--- config.mk ---
export PLATFORM = sky130hd
export DESIGN_NAME = button_conditioner
export DESIGN_NICKNAME = d
export VERILOG_FILES = /design/src/rtl/button_conditioner.sv
export SDC_FILE = /design/constraint.sdc
export NUM_CORES = 1
export LEC_CHECK = 0
export BUFFER_PORTS_ARGS = -buffer_cell sky130_fd_sc_hd__buf_2
export CORE_MARGIN = 5
export CORE_UTILIZATION = 59
export CTS_BUF_LIST = sky130_fd_sc_hd__clkbuf_8 sky130_fd_sc_hd__clkbuf_16
export DETAILED_ROUTE_END_ITERATION = 8
export PLACE_DENSITY = 0.87
export SYNTH_ARGS = -nofsm -noshare
export SYNTH_HDL_FRONTEND = slang
export SYNTH_SLANG_ARGS = --single-unit
--- constraint.sdc ---
create_clock -name i_clk -period 5.4 [get_ports i_clk]
set_input_delay 1.08 -clock i_clk [delete_from_list [all_inputs] [get_ports i_clk]]
set_output_delay 1.08 -clock i_clk [all_outputs]
set_load 0.01 [all_outputs]
--- src/rtl/button_conditioner.sv ---
// Multi-channel push-button conditioner: two-flop synchroniser, debounce counter,
// registered press/release pulses and a per-channel auto-repeat state machine.
module button_conditioner #(
    parameter int unsigned         CHANNELS             = 5,
    parameter int unsigned         STABLE_CYCLES        = 1000000,
    parameter int unsigned         REPEAT_DELAY_CYCLES  = 50000000,
    parameter int unsigned         REPEAT_PERIOD_CYCLES = 10000000,
    parameter logic [CHANNELS-1:0] REPEAT_MASK          = {CHANNELS{1'b1}}
) (
    input  logic                i_clk,
    input  logic                i_rst,
    input  logic [CHANNELS-1:0] i_button,
    output logic [CHANNELS-1:0] o_level,
    output logic [CHANNELS-1:0] o_press,
    output logic [CHANNELS-1:0] o_release,
    output logic [CHANNELS-1:0] o_repeat
);

    localparam int unsigned CW   = $clog2(STABLE_CYCLES + 1);
    localparam int unsigned RMAX = (REPEAT_DELAY_CYCLES > REPEAT_PERIOD_CYCLES) ?
                                   REPEAT_DELAY_CYCLES : REPEAT_PERIOD_CYCLES;
    localparam int unsigned RW   = (RMAX > 1) ? $clog2(RMAX) : 1;

    localparam logic [CW-1:0] CNT_LAST = CW'(STABLE_CYCLES - 1);
    localparam logic [RW-1:0] DLY_LAST = RW'(REPEAT_DELAY_CYCLES - 1);
    localparam logic [RW-1:0] PER_LAST = RW'(REPEAT_PERIOD_CYCLES - 1);

    typedef enum logic [1:0] {
        ST_IDLE  = 2'd0,
        ST_DELAY = 2'd1,
        ST_RPT   = 2'd2
    } rpt_state_e;

    for (genvar ch = 0; ch < CHANNELS; ch++) begin : g_ch
        logic [1:0]    sync_q;
        logic [CW-1:0] cnt_q;
        logic [RW-1:0] rcnt_q;
        logic          level_q;
        logic          press_q;
        logic          release_q;
        logic          repeat_q;
        rpt_state_e    state_q;
        logic          differ_c;
        logic          settle_c;

        // settle_c marks the edge on which the debounced level flips
        assign differ_c = (sync_q[1] != level_q);
        assign settle_c = differ_c && (cnt_q == CNT_LAST);

        always_ff @(posedge i_clk) begin
            if (i_rst) begin
                sync_q    <= 2'b00;
                cnt_q     <= '0;
                rcnt_q    <= '0;
                level_q   <= 1'b0;
                press_q   <= 1'b0;
                release_q <= 1'b0;
                repeat_q  <= 1'b0;
                state_q   <= ST_IDLE;
            end else begin
                sync_q    <= {sync_q[0], i_button[ch]};
                press_q   <= settle_c && !level_q;
                release_q <= settle_c && level_q;
                repeat_q  <= 1'b0;

                if (!differ_c) begin
                    cnt_q <= '0;
                end else if (settle_c) begin
                    level_q <= sync_q[1];
                    cnt_q   <= '0;
                end else begin
                    cnt_q <= cnt_q + CW'(1);
                end

                // a debounced fall wins over any pending repeat pulse
                if (settle_c && level_q) begin
                    state_q <= ST_IDLE;
                    rcnt_q  <= '0;
                end else begin
                    case (state_q)
                        ST_IDLE: begin
                            if (settle_c && REPEAT_MASK[ch]) begin
                                state_q <= ST_DELAY;
                                rcnt_q  <= '0;
                            end
                        end
                        ST_DELAY: begin
                            if (rcnt_q == DLY_LAST) begin
                                repeat_q <= 1'b1;
                                state_q  <= ST_RPT;
                                rcnt_q   <= '0;
                            end else begin
                                rcnt_q <= rcnt_q + RW'(1);
                            end
                        end
                        ST_RPT: begin
                            if (rcnt_q == PER_LAST) begin
                                repeat_q <= 1'b1;
                                rcnt_q   <= '0;
                            end else begin
                                rcnt_q <= rcnt_q + RW'(1);
                            end
                        end
                        default: begin
                            state_q <= ST_IDLE;
                            rcnt_q  <= '0;
                        end
                    endcase
                end
            end
        end

        assign o_level[ch]   = level_q;
        assign o_press[ch]   = press_q;
        assign o_release[ch] = release_q;
        assign o_repeat[ch]  = repeat_q;
    end

endmodule

# Yosys cells after proc, flatten, opt, wreduce, memory -nomap -nowiden

Index checks and enable logic that the tools add are counted.

Bits in registers: 270
Output and inout port bits: 20
Word-level logic and storage cells: 195

$add $sub $neg: 10
Equality and inequality tests: 40
Mux-type cells: 50
Bitwise gates (word level): 10
Reduce and logical (&&, ||, !) cells: 45

Operators by type and width:

| kind                  | count |
|---|---|
| $mux 26               | 15 |
| $pmux 26 s3           | 5 |
| $add 26x1->26 const B | 5 |
| $eq 26x24->1 const B  | 5 |
| $eq 26x26->1 const B  | 5 |
| $add 20x1->20 const B | 5 |
| $eq 20x20->1 const B  | 5 |
| $pmux 2 s3            | 5 |
| $mux 2                | 10 |
| $ne 2x2->1 const B    | 10 |
| $logic_and 1x1->1     | 15 |
| $reduce_and 3->1      | 5 |
| $reduce_or 3->1       | 5 |
| $eq 2x1->1 const B    | 5 |
| $eq 2x2->1 const B    | 5 |
| $logic_not 2->1       | 5 |
| $mux 1                | 10 |
| $not 1->1             | 10 |
| $pmux 1 s2            | 5 |
| $reduce_and 2->1      | 5 |
| $reduce_or 2->1       | 5 |
| $logic_not 1->1       | 5 |
| $ne 1x1->1            | 5 |

# Longest topological paths before layout

Gate-level depths: netlist (run 1).

Word-level depth: 4
Gate-level depth with buffers: 9
Depth with buffers taken out: 7

# Worst setup path before layout (run 1)

OpenSTA, ideal clock, no wires.

Path kind: input port to flip-flop
Start point: input port i_rst
End point: register g_ch[2].rcnt_q[11]
Library setup time: 87 ps
Data arrival time: 2481 ps
Required time: 5313 ps
Slack: 2832 ps
Stages: 6
Path buffers: 1
Cell sequence: inv_1 > clkbuf_1 > o41ai_4 > a211oi_2 > nand2_1 > o31ai_1

Cells in the longest elaborated chain, start to end: 1

Ends and longest elaborated chain:

| what                      | line | RTL |
|---|---|---|
| from (decl)               | 11   | `input logic i_rst,` |
| $reduce_or 2->1 (no line) | --   |  |
| to (signal assigned)      | 93   | `rcnt_q <= rcnt_q + RW'(1);` |
| to (signal assigned)      | 101  | `rcnt_q <= rcnt_q + RW'(1);` |
| to (decl)                 | 37   | `logic [RW-1:0] rcnt_q;` |

No other way between the ends.
A chain may end at the register's enable or synchronous reset.

# Worst setup path in the final report (run 1)

Start point: register g_ch[4].rcnt_q[0]
End point: register g_ch[4].rcnt_q[14]

Cells in the longest elaborated chain, start to end: 3

Ends and longest elaborated chain:

| what                                  | line    | RTL |
|---|---|---|
| from (decl)                           | 37      |  |
| from (signal assigned)                | 93      |  |
| from (signal assigned)                | 101     |  |
| $add 26x1->26 (tied with other cells) | 93, 101 |  |
| $mux 26 (on tied branches)            | 97, 88  |  |
| $pmux 26 s3 *                         | 80      | `case (state_q)` |

Every way passes the cells marked *; elsewhere a longest branch is shown, timed or not.

==> reports/qor.csv, run 1 <==
stage,metric,value,unit
run_status,status,finished clean,
grt,antenna_found_initial,0,
yosys,synth_top_flop_cell,dfxtp_1,
yosys,syn_area,13700,um2
yosys,synth_nets,1679,
setup_path,crit_family,compound AO/OA/AOI/OAI gates,
setup_path,path_class,reg2reg,
yosys,synth_top_area_cell,dfxtp_1,
setup_path,slowest_stage,o21ai_2,
yosys,syn_area_per_cell,8.35,um2
placed_design,dp.final_hpwl,20500,um
setup_path,crit_arrival,3530,ps
yosys,synth_edf_count,0,
timing,skew,10.8,ps
floorplan,die_y,162,um
floorplan,die_area,26400,um2
floorplan,coreArea,22800,um2
cts,post-cts-setup-buffers,0,
final_layout,fin_util,0.653,
yosys,synthCells,1641,
placed_design,dpl.cell_count,1917,
yosys,synthTopCellsByArea,"dfxtp_1 (39%), nor2_1 (5.9%), xnor2_1 (4.5%)",
routing,vias,12098,
setup_path,crit_buf_inv,0,
cts,cts.sinks,270,
grt,grt_max_degree,29,
final_layout,drive_gt1_frac,0.0671,
cts,clk_latency,530,ps
cts,ctsResizeCount,0,
final_layout,nFillCells,1764,
cts,htree_levels,1,
routing,routed_wl,30000,um
grt,overflow,0,
floorplan,ioPinCount,27,
setup_path,cpPeakStageDelay,700,ps
yosys,synth-seq-cells,270,
yosys,async_reset_ff_frac,0,
cts,cts_buffers,28,
timing,finalSetupViolCount,0,
timing,tightest_slew,1070,ps
cts,clk_pin_slew,60,ps
timing,slew_headroom,0.282,
cts,cts_tree,done,
setup_path,cp-start-kind,flip-flop,
routing,avgViaCountPerCell,6.15,
routing,wire_per_inst,15.2,um
yosys,yosysUniqueCellTypes,82,
power,power.leakage,4.81,nW
routing,final_antenna_net_count,0,
final_layout,nNetsFinal,1672,
placed_design,portBuffers,26,
timing,fin_setup_tns,0,ps
final_layout,layout-area-overhead-vs-synth,8.44,%
routing,drc_errors,0,
grt,grt_pass1_vias,11268,
power,irDropWorstVdd,0.000223,V
yosys,ys_seq_area_frac,0.394,
setup_path,crit_required,5790,ps
timing,layout_min_cycle_time,3140,ps
yosys,ys_warn_count,0,
timing,rsz0062_at_grt,false,
timing,hold_ws,444,ps
timing,fmax,0.318,GHz
timing,slew_violations,0,
setup_path,path_max_fanout,16,
cts,cts_buffer_depth,3,
grt,grt_usage,0.221,
placed_design,gp_congestion,0.922,
routing,drt-pass1-iter-count,5,
setup_path,worstSetupEndpointType,flip-flop,
setup_path,path_cells,"ha_1, and3_1, nand4_1, nor4_1, o22ai_1, o21ai_2, nor2_1",
final_layout,regArea,5410,um2
timing,post-route-period-util,0.582,
cts,cts_root_buf,clkbuf_16,
yosys,yosysTopAreaCellShare,0.394,
timing,final_hold_viol_count,0,
final_layout,num_antenna_cells,0,
final_layout,multi_input_area,7730,um2
floorplan,die_w,162,um
routing,drtIter0Drc,1111,
power,power.density,267,nW/um2
floorplan,initial_core_util,0.602,
grt,grt_pass1_wl,51700,um
min_path,hold_class,reg2reg,
cts,postCtsHoldBufs,0,
floorplan,rows,55,
final_layout,fin_cells,1967,
job,maxCapViolCount,0,
==> state kept, by name, summed over array words and instances, names as in the netlist <==
register        flops
g_ch.rcnt_q       130
g_ch.cnt_q        100
g_ch.state_q       10
g_ch.sync_q        10
g_ch.level_q        5
g_ch.press_q        5
g_ch.release_q      5
g_ch.repeat_q       5
==> synthesized netlist by cell type (all sizes together), types with 27 or more instances <==
| cell | n |
|---|---|
| clkbuf | 44 |
| and3 | 53 |
| nor4 | 27 |
| xor2 | 55 |
| nand4 | 76 |
| buf | 29 |
| ha | 31 |
| xnor2 | 71 |
| nor2 | 220 |
| o31ai | 34 |
| nand2 | 153 |
| o21ai | 40 |
| inv | 53 |
| a21oi | 32 |
| nor3 | 54 |
| nand3 | 117 |
| dfxtp | 270 |
==> through the flow <==
step | cell area [um2] | setup WS, ps | total power [mW]
6_report | 14900 | 2260 | 3.97
5_1_grt | 14900 | 2050 | 4.09
4_1_cts | 14900 | 2290 | 4.00
3_5_place_dp | 13900 | 1950 | 2.10
3_3_place_gp | 13900 | 2020 | 2.10
2_1_floorplan | 13700 | 2830 | 2.08
==> cells in the final DEF (no fill, tap or decap), types with 6 or more instances in the layout <==
cell type	instances
or2_2	7
nand2_1	153
nor3b_1	10
a21oi_1	32
nor4_1	25
a22oi_1	17
nand3_1	117
buf_2	26
nor2_1	217
nand4_1	76
xnor2_1	71
a32oi_1	9
and3_1	52
and4_1	23
o31ai_1	31
clkbuf_8	7
or3_1	19
a31oi_1	15
and2_1	17
o311ai_0	7
a221o_1	8
nor2b_1	17
a22o_1	15
clkbuf_16	29
o21ai_0	38
nor3_1	52
ha_1	31
xor2_1	55
dfxtp_1	270
buf_4	10
nor4b_1	19
nor4bb_1	6
inv_1	61
nand4b_1	8
or4_1	8
==> report_power, final <==
group | switching (mW) | internal, mW
sequential | 0.00324 | 2.00
clock | 0.762 | 1.15
combinational | 0.0419 | 0.0130
==> final timing paths <==
check / startpoint / to / slack, ps / cells past startpoint
min: g_ch[3].cnt_q[0] / g_ch[3].cnt_q[0] / 440 / 1
max reg2reg: g_ch[4].rcnt_q[0] / g_ch[4].rcnt_q[14] / 2260 / 7
max: g_ch[4].rcnt_q[0] / g_ch[4].rcnt_q[14] / 2260 / 7
min reg2reg: g_ch[3].cnt_q[0] / g_ch[3].cnt_q[0] / 440 / 1
==> logic make-up after synthesis <==
logic type	count (synthesis)	synth area share
compound gates	224	0.121
xor+xnor	126	0.0805
fa+ha+maj	31	0.0283
buf+inv	126	0.0416
flops	270	0.394
mux	4	0.00292
simple gates	860	0.331
==> layer usage <==
layer | routed length, um | vias up | share of wire | global-route usage
met5 | 0 | - | 0 | 0
met4 | 646 | 0 | 0.022 | 0.0577
met3 | 1580 | 64 | 0.053 | 0.0316
met2 | 14300 | 340 | 0.48 | 0.377
met1 | 13500 | 5766 | 0.45 | 0.295
li1 | - | 5928 | - | -
==> area by class of cell <==
class,count,area share
multi-input combinational,1245,0.520
sequential,270,0.364
clock buffer,36,0.0553
tap,313,0.0263
timing repair buffer,36,0.0138
inverter,53,0.0134
clock inverter,14,0.00741
==> worst reg2reg max path: cells and delay by family (launching register included) <==
family,cells,cell delay [ps]
AOI/OAI and AO/OA,2,1200
adders and majority gates,1,210
DFF,1,430
and+or+nand+nor,4,1150
Note: power is estimated with default switching activity, not from simulation.
==> run 2: changes to the inputs <==
Clock period 5.4 ns to 3.2 ns, I/O delays scaled along.
==> run 2 against run 1 <==
Critical path depth is 1 higher. Fmax is 11% higher. Utilization is 0.98 points higher. Routed wire length is 0.85% higher.
==> reports/qor.csv, run 2 (synthesized netlist as in run 1, its figures left out) <==
stage,metric,value,unit
run_status,status,finished clean,
timing,fin_setup_tns,0,ps
cts,ctsResizeCount,0,
power,power,7.13,mW
grt,grt_pass1_vias,11287,
cts,clk_pin_slew,60,ps
timing,finalSetupViolCount,0,
cts,post-cts-setup-buffers,0,
placed_design,dp.final_hpwl,20200,um
cts,clk_latency,550,ps
final_layout,top_regs,"g_ch.rcnt_q x130, g_ch.cnt_q x100",
floorplan,initial_core_util,0.602,
setup_path,path_class,reg2reg,
final_layout,nFillCells,1771,
grt,grt_pass1_wl,51300,um
routing,routed_wl,30200,um
final_layout,fin_util,0.662,
floorplan,ioPinCount,27,
floorplan,die_y,162,um
timing,rsz0062_at_grt,false,
setup_path,crit_family,simple AND/OR/NAND/NOR gates,
final_layout,layout-area-overhead-vs-synth,10.1,%
power,power.leakage,4.90,nW
cts,cts_buffer_depth,3,
final_layout,num_antenna_cells,0,
routing,avgViaCountPerCell,6.07,
routing,drc_errors,0,
setup_path,crit_buf_inv,1,
floorplan,die_w,162,um
timing,tightest_slew,1100,ps
cts,cts_buffers,29,
min_path,hold_class,in2reg,
power,irDropWorstVdd,0.000410,V
final_layout,final_common_cell,dfxtp_1,
grt,grt_max_degree,29,
setup_path,path_max_fanout,9,
cts,cts_root_buf,clkbuf_16,
routing,drt-pass1-iter-count,8,
grt,grt_usage,0.221,
job,maxCapViolCount,0,
placed_design,dpl.cell_count,1928,
setup_path,path_cells,"ha_1, and3_1, nand4_1, nor4_1, o22ai_1, o21ai_2, buf_4, nor2_1",
setup_path,worstSetupEndpointType,flip-flop,
routing,final_antenna_net_count,0,
cts,postCtsHoldBufs,0,
final_layout,mostFrequentLayoutCells,"dfxtp_1 (270), nor2_1 (217), nand2_1 (153)",
grt,antenna_found_initial,0,
cts,cts_tree,done,
timing,slew_violations,0,
floorplan,coreArea,22800,um2
final_layout,regMostFlops,g_ch.rcnt_q,
grt,overflow,0,
placed_design,portBuffers,26,
placed_design,gp_congestion,0.901,
setup_path,cpPeakStageDelay,600,ps
routing,drtIter0Drc,1015,
power,power.density,473,nW/um2
timing,post-route-period-util,0.881,
final_layout,drive_gt1_frac,0.0791,
floorplan,die_area,26400,um2
timing,slew_headroom,0.262,
setup_path,slowest_stage,nor4_1,
setup_path,cp-start-kind,flip-flop,
floorplan,rows,55,
routing,vias,12039,
cts,htree_levels,1,
final_layout,largest_reg_flops,130,
setup_path,crit_required,3640,ps
timing,fmax,0.355,GHz
timing,layout_min_cycle_time,2820,ps
final_layout,nNetsFinal,1684,
final_layout,fin_cells,1982,
cts,cts.sinks,270,
timing,skew,17.4,ps
routing,wire_per_inst,15.3,um
setup_path,crit_arrival,3260,ps
timing,final_hold_viol_count,0,
## run 2: changes by cell type in the layout (fill, tap and decap cells not counted), moves of 2 or more
| cell | delta |
|---|---|
| bufinv_16 | +4 |
| buf_4 | +11 |
| inv_1 | -6 |
| clkinv_2 | +2 |
| clkinvlp_4 | +3 |
## run 2: final timing paths
kind / startpoint / endpoint / slack (ps) / cells past startpoint
worst min register to register: g_ch[4].sync_q[0] / g_ch[4].sync_q[1] / 440 / 1
worst max-delay path: g_ch[4].rcnt_q[0] / g_ch[4].rcnt_q[4] / 380 / 8
worst min-delay path: i_button[3] / g_ch[3].sync_q[0] / 300 / 2
worst max register to register: g_ch[4].rcnt_q[0] / g_ch[4].rcnt_q[4] / 380 / 8
## run 2: metal layers
| metal | vias up | share of wire | global-route usage | wire length (um) |
|---|---|---|---|---|
| met5 | - | 0 | 0 | 0 |
| met3 | 64 | 0.049 | 0.0291 | 1470 |
| met4 | 0 | 0.022 | 0.0634 | 669 |
| met2 | 353 | 0.47 | 0.382 | 14300 |
| li1 | 5966 | - | - | - |
| met1 | 5656 | 0.46 | 0.289 | 13800 |
## run 2: power breakdown
group	total, mW	internal, mW	switching, mW
registers	3.37	3.37	0.00520
clock network	3.66	2.28	1.38
logic	0.0988	0.0259	0.0729
total	7.13	5.68	1.46
## run 2: through the flow
stage | area, um2 | hold slack, ps | worst slack (ps)
after floorplan | 13700 | 413 | 721
after global placement | 14000 | 420 | 495
after detailed placement | 14000 | 429 | 470
after CTS | 15100 | 289 | 432
after global routing | 15100 | 313 | 156
final | 15100 | 301 | 380
## run 2: worst reg2reg max path, delay by kind of cell (launching register included)
family                     cells  cell delay (ps)
buffers and inverters          1              240
and+or+nand+nor                4             1050
AOI/OAI and AO/OA              2              820
DFF                            1              420
adders and majority gates      1              200
## run 2: layout make-up
class                   count  area [um2]  share of cell area
clock inverters            19         265              0.0176
inverters                  53         199              0.0132
multi-input cells        1245        7730               0.512
clock buffers              35         808              0.0536
well taps                 313         392              0.0260
flip-flops and latches    270        5410               0.358
repair buffers             47         288              0.0191
==> run 3: changes to the inputs <==
Settings changed: CORE_MARGIN 5 to 3.
==> run 3 against run 2 <==
Flip-flop and latch count did not move. Clock power up 3%. Clock skew grew 1.3 ps. Hold slack improved by 5.7 ps. Largest power group unchanged. Critical endpoint is now g_ch[4].rcnt_q[24]. Fmax is 3.4% lower. Global-route usage rose by 1.5 points.
==> reports/qor.csv, run 3 (synthesized netlist as in run 1, its figures left out) <==
stage,metric,value,unit
final_layout,nNetsFinal,1685,
timing,fin_setup_tns,0,ps
cts,post-cts-setup-buffers,0,
final_layout,fin_cells,1954,
timing,tightest_slew,1080,ps
cts,cts_root_buf,clkbuf_16,
timing,post-route-period-util,0.912,
timing,fmax,0.343,GHz
grt,grt_pass1_wl,51100,um
grt,grt_pass1_vias,11273,
power,clkPwrFrac,0.521,
setup_path,path_max_fanout,14,
routing,routed_wl,30500,um
cts,cts_buffer_depth,3,
routing,drtIter0Drc,933,
floorplan,ioPinCount,27,
final_layout,mostFrequentLayoutCells,"dfxtp_1 (270), nor2_1 (217), nand2_1 (153)",
cts,cts.sinks,270,
setup_path,cp-start-kind,flip-flop,
power,combPwrFrac,0.014,
final_layout,final_area,15100,um2
power,p_sw,1.45,mW
floorplan,rows,55,
placed_design,dpl.cell_count,1902,
placed_design,gp_congestion,0.926,
final_layout,layout-area-overhead-vs-synth,10.1,%
routing,avgViaCountPerCell,6.20,
setup_path,crit_arrival,3360,ps
grt,grt_max_degree,29,
power,irDropWorstVdd,0.000425,V
grt,antenna_found_initial,0,
timing,skew,18.7,ps
timing,layout_min_cycle_time,2920,ps
floorplan,die_y,158,um
final_layout,multi_input_area,7730,um2
power,power.leakage,4.91,nW
timing,slew_headroom,0.280,
final_layout,drive_gt1_frac,0.0797,
floorplan,coreArea,22700,um2
grt,overflow,0,
job,maxCapViolCount,0,
placed_design,portBuffers,26,
cts,htree_levels,1,
placed_design,dpl_cell_area,14000,um2
power,p_seq_frac,0.465,
final_layout,top_regs,"g_ch.rcnt_q x130, g_ch.cnt_q x100",
cts,clk_latency,550,ps
floorplan,die_area,25100,um2
grt,grt_usage,0.236,
routing,drc_errors,0,
final_layout,nFillCells,1803,
cts,cts_buffers,28,
floorplan,die_w,158,um
min_path,hold_class,in2reg,
cts,cts_tree,done,
placed_design,dp_slack,287,ps
floorplan,initial_core_util,0.604,
final_layout,regArea,5410,um2
power,power_switching_share,0.200,
timing,rsz0062_at_grt,false,
final_layout,regMostFlops,g_ch.rcnt_q,
setup_path,path_class,reg2reg,
routing,vias,12123,
routing,drt-pass1-iter-count,5,
placed_design,dp.final_hpwl,20500,um
timing,final_hold_viol_count,0,
setup_path,crit_required,3640,ps
routing,final_antenna_net_count,0,
setup_path,worstSetupEndpointType,flip-flop,
final_layout,num_antenna_cells,0,
final_layout,largest_reg_flops,130,
cts,clk_pin_slew,60,ps
timing,slew_violations,0,
routing,wire_per_inst,15.6,um
timing,layout_setup_ws,280,ps
timing,finalSetupViolCount,0,
run_status,status,finished clean,
final_layout,final_common_cell,dfxtp_1,
power,p_int,5.80,mW
power,power.density,480,nW/um2
power,power,7.25,mW
==> run 3: cell types whose count changed in the layout (fill, tap and decap cells not counted) <==
cell        before  now
clkinv_8         1    0
clkbuf_8         6    5
inv_6            1    0
clkinvlp_4       3    6
a21oi_2          0    1
clkinv_2         6    2
a21oi_1         32   31
buf_4           21   23
bufinv_16        6    8
==> run 3: final cells by class <==
class	instances	share of cell area
clock buffers	34	0.0526
clock inverters	18	0.0201
inverters	53	0.0132
multi-input cells	1245	0.512
flip-flops and latches	270	0.358
well taps	285	0.0236
repair buffers	49	0.0201
==> run 3: timing repair <==
item,in CTS,in global routing
endpoints found under the setup margin,0,4
gates resized for setup,0,1
hold buffers,0,0
==> run 3: power groups by stage <==
stage	combinational (mW)	sequential [mW]	clock, mW
2_1_floorplan	0.0674	3.45	0
3_3_place_gp	0.0990	3.45	0
3_5_place_dp	0.101	3.45	0
4_1_cts	0.102	3.37	3.82
5_1_grt	0.113	3.37	3.96
6_report	0.103	3.37	3.77
==> run 3: worst paths after layout <==
kind,end,from,depth (start not counted),slack (ps)
worst max register to register,g_ch[4].rcnt_q[24],g_ch[4].rcnt_q[0],7,280
worst min register to register,g_ch[3].cnt_q[0],g_ch[3].cnt_q[0],1,440
worst min-delay path,g_ch[2].sync_q[0],i_button[2],2,310
worst max-delay path,g_ch[4].rcnt_q[24],g_ch[4].rcnt_q[0],7,280
==> run 3: worst max-delay path, stage by stage (launching register included) <==
cell and delay [ps]:
dfxtp_1 430, ha_1 200, and3_1 210, nand4_1 150
nor4_1 580, o22ai_1 510, and3_1 390, a221o_1 350
==> run 3: metrics by stage <==
stage	utilization	hold slack [ps]
after detailed placement	0.616	431
after CTS	0.665	293
after global placement	0.616	421
final	0.665	306
after global routing	0.665	327
after floorplan	-	413
==> run 3: metal layers <==
layer	track usage	vias to the layer above	wire length, um
met3	0.0318	49	1730
met2	0.417	379	14700
met4	0.0664	0	577
met1	0.303	5737	13500
li1	-	5958	-
met5	0	-	0
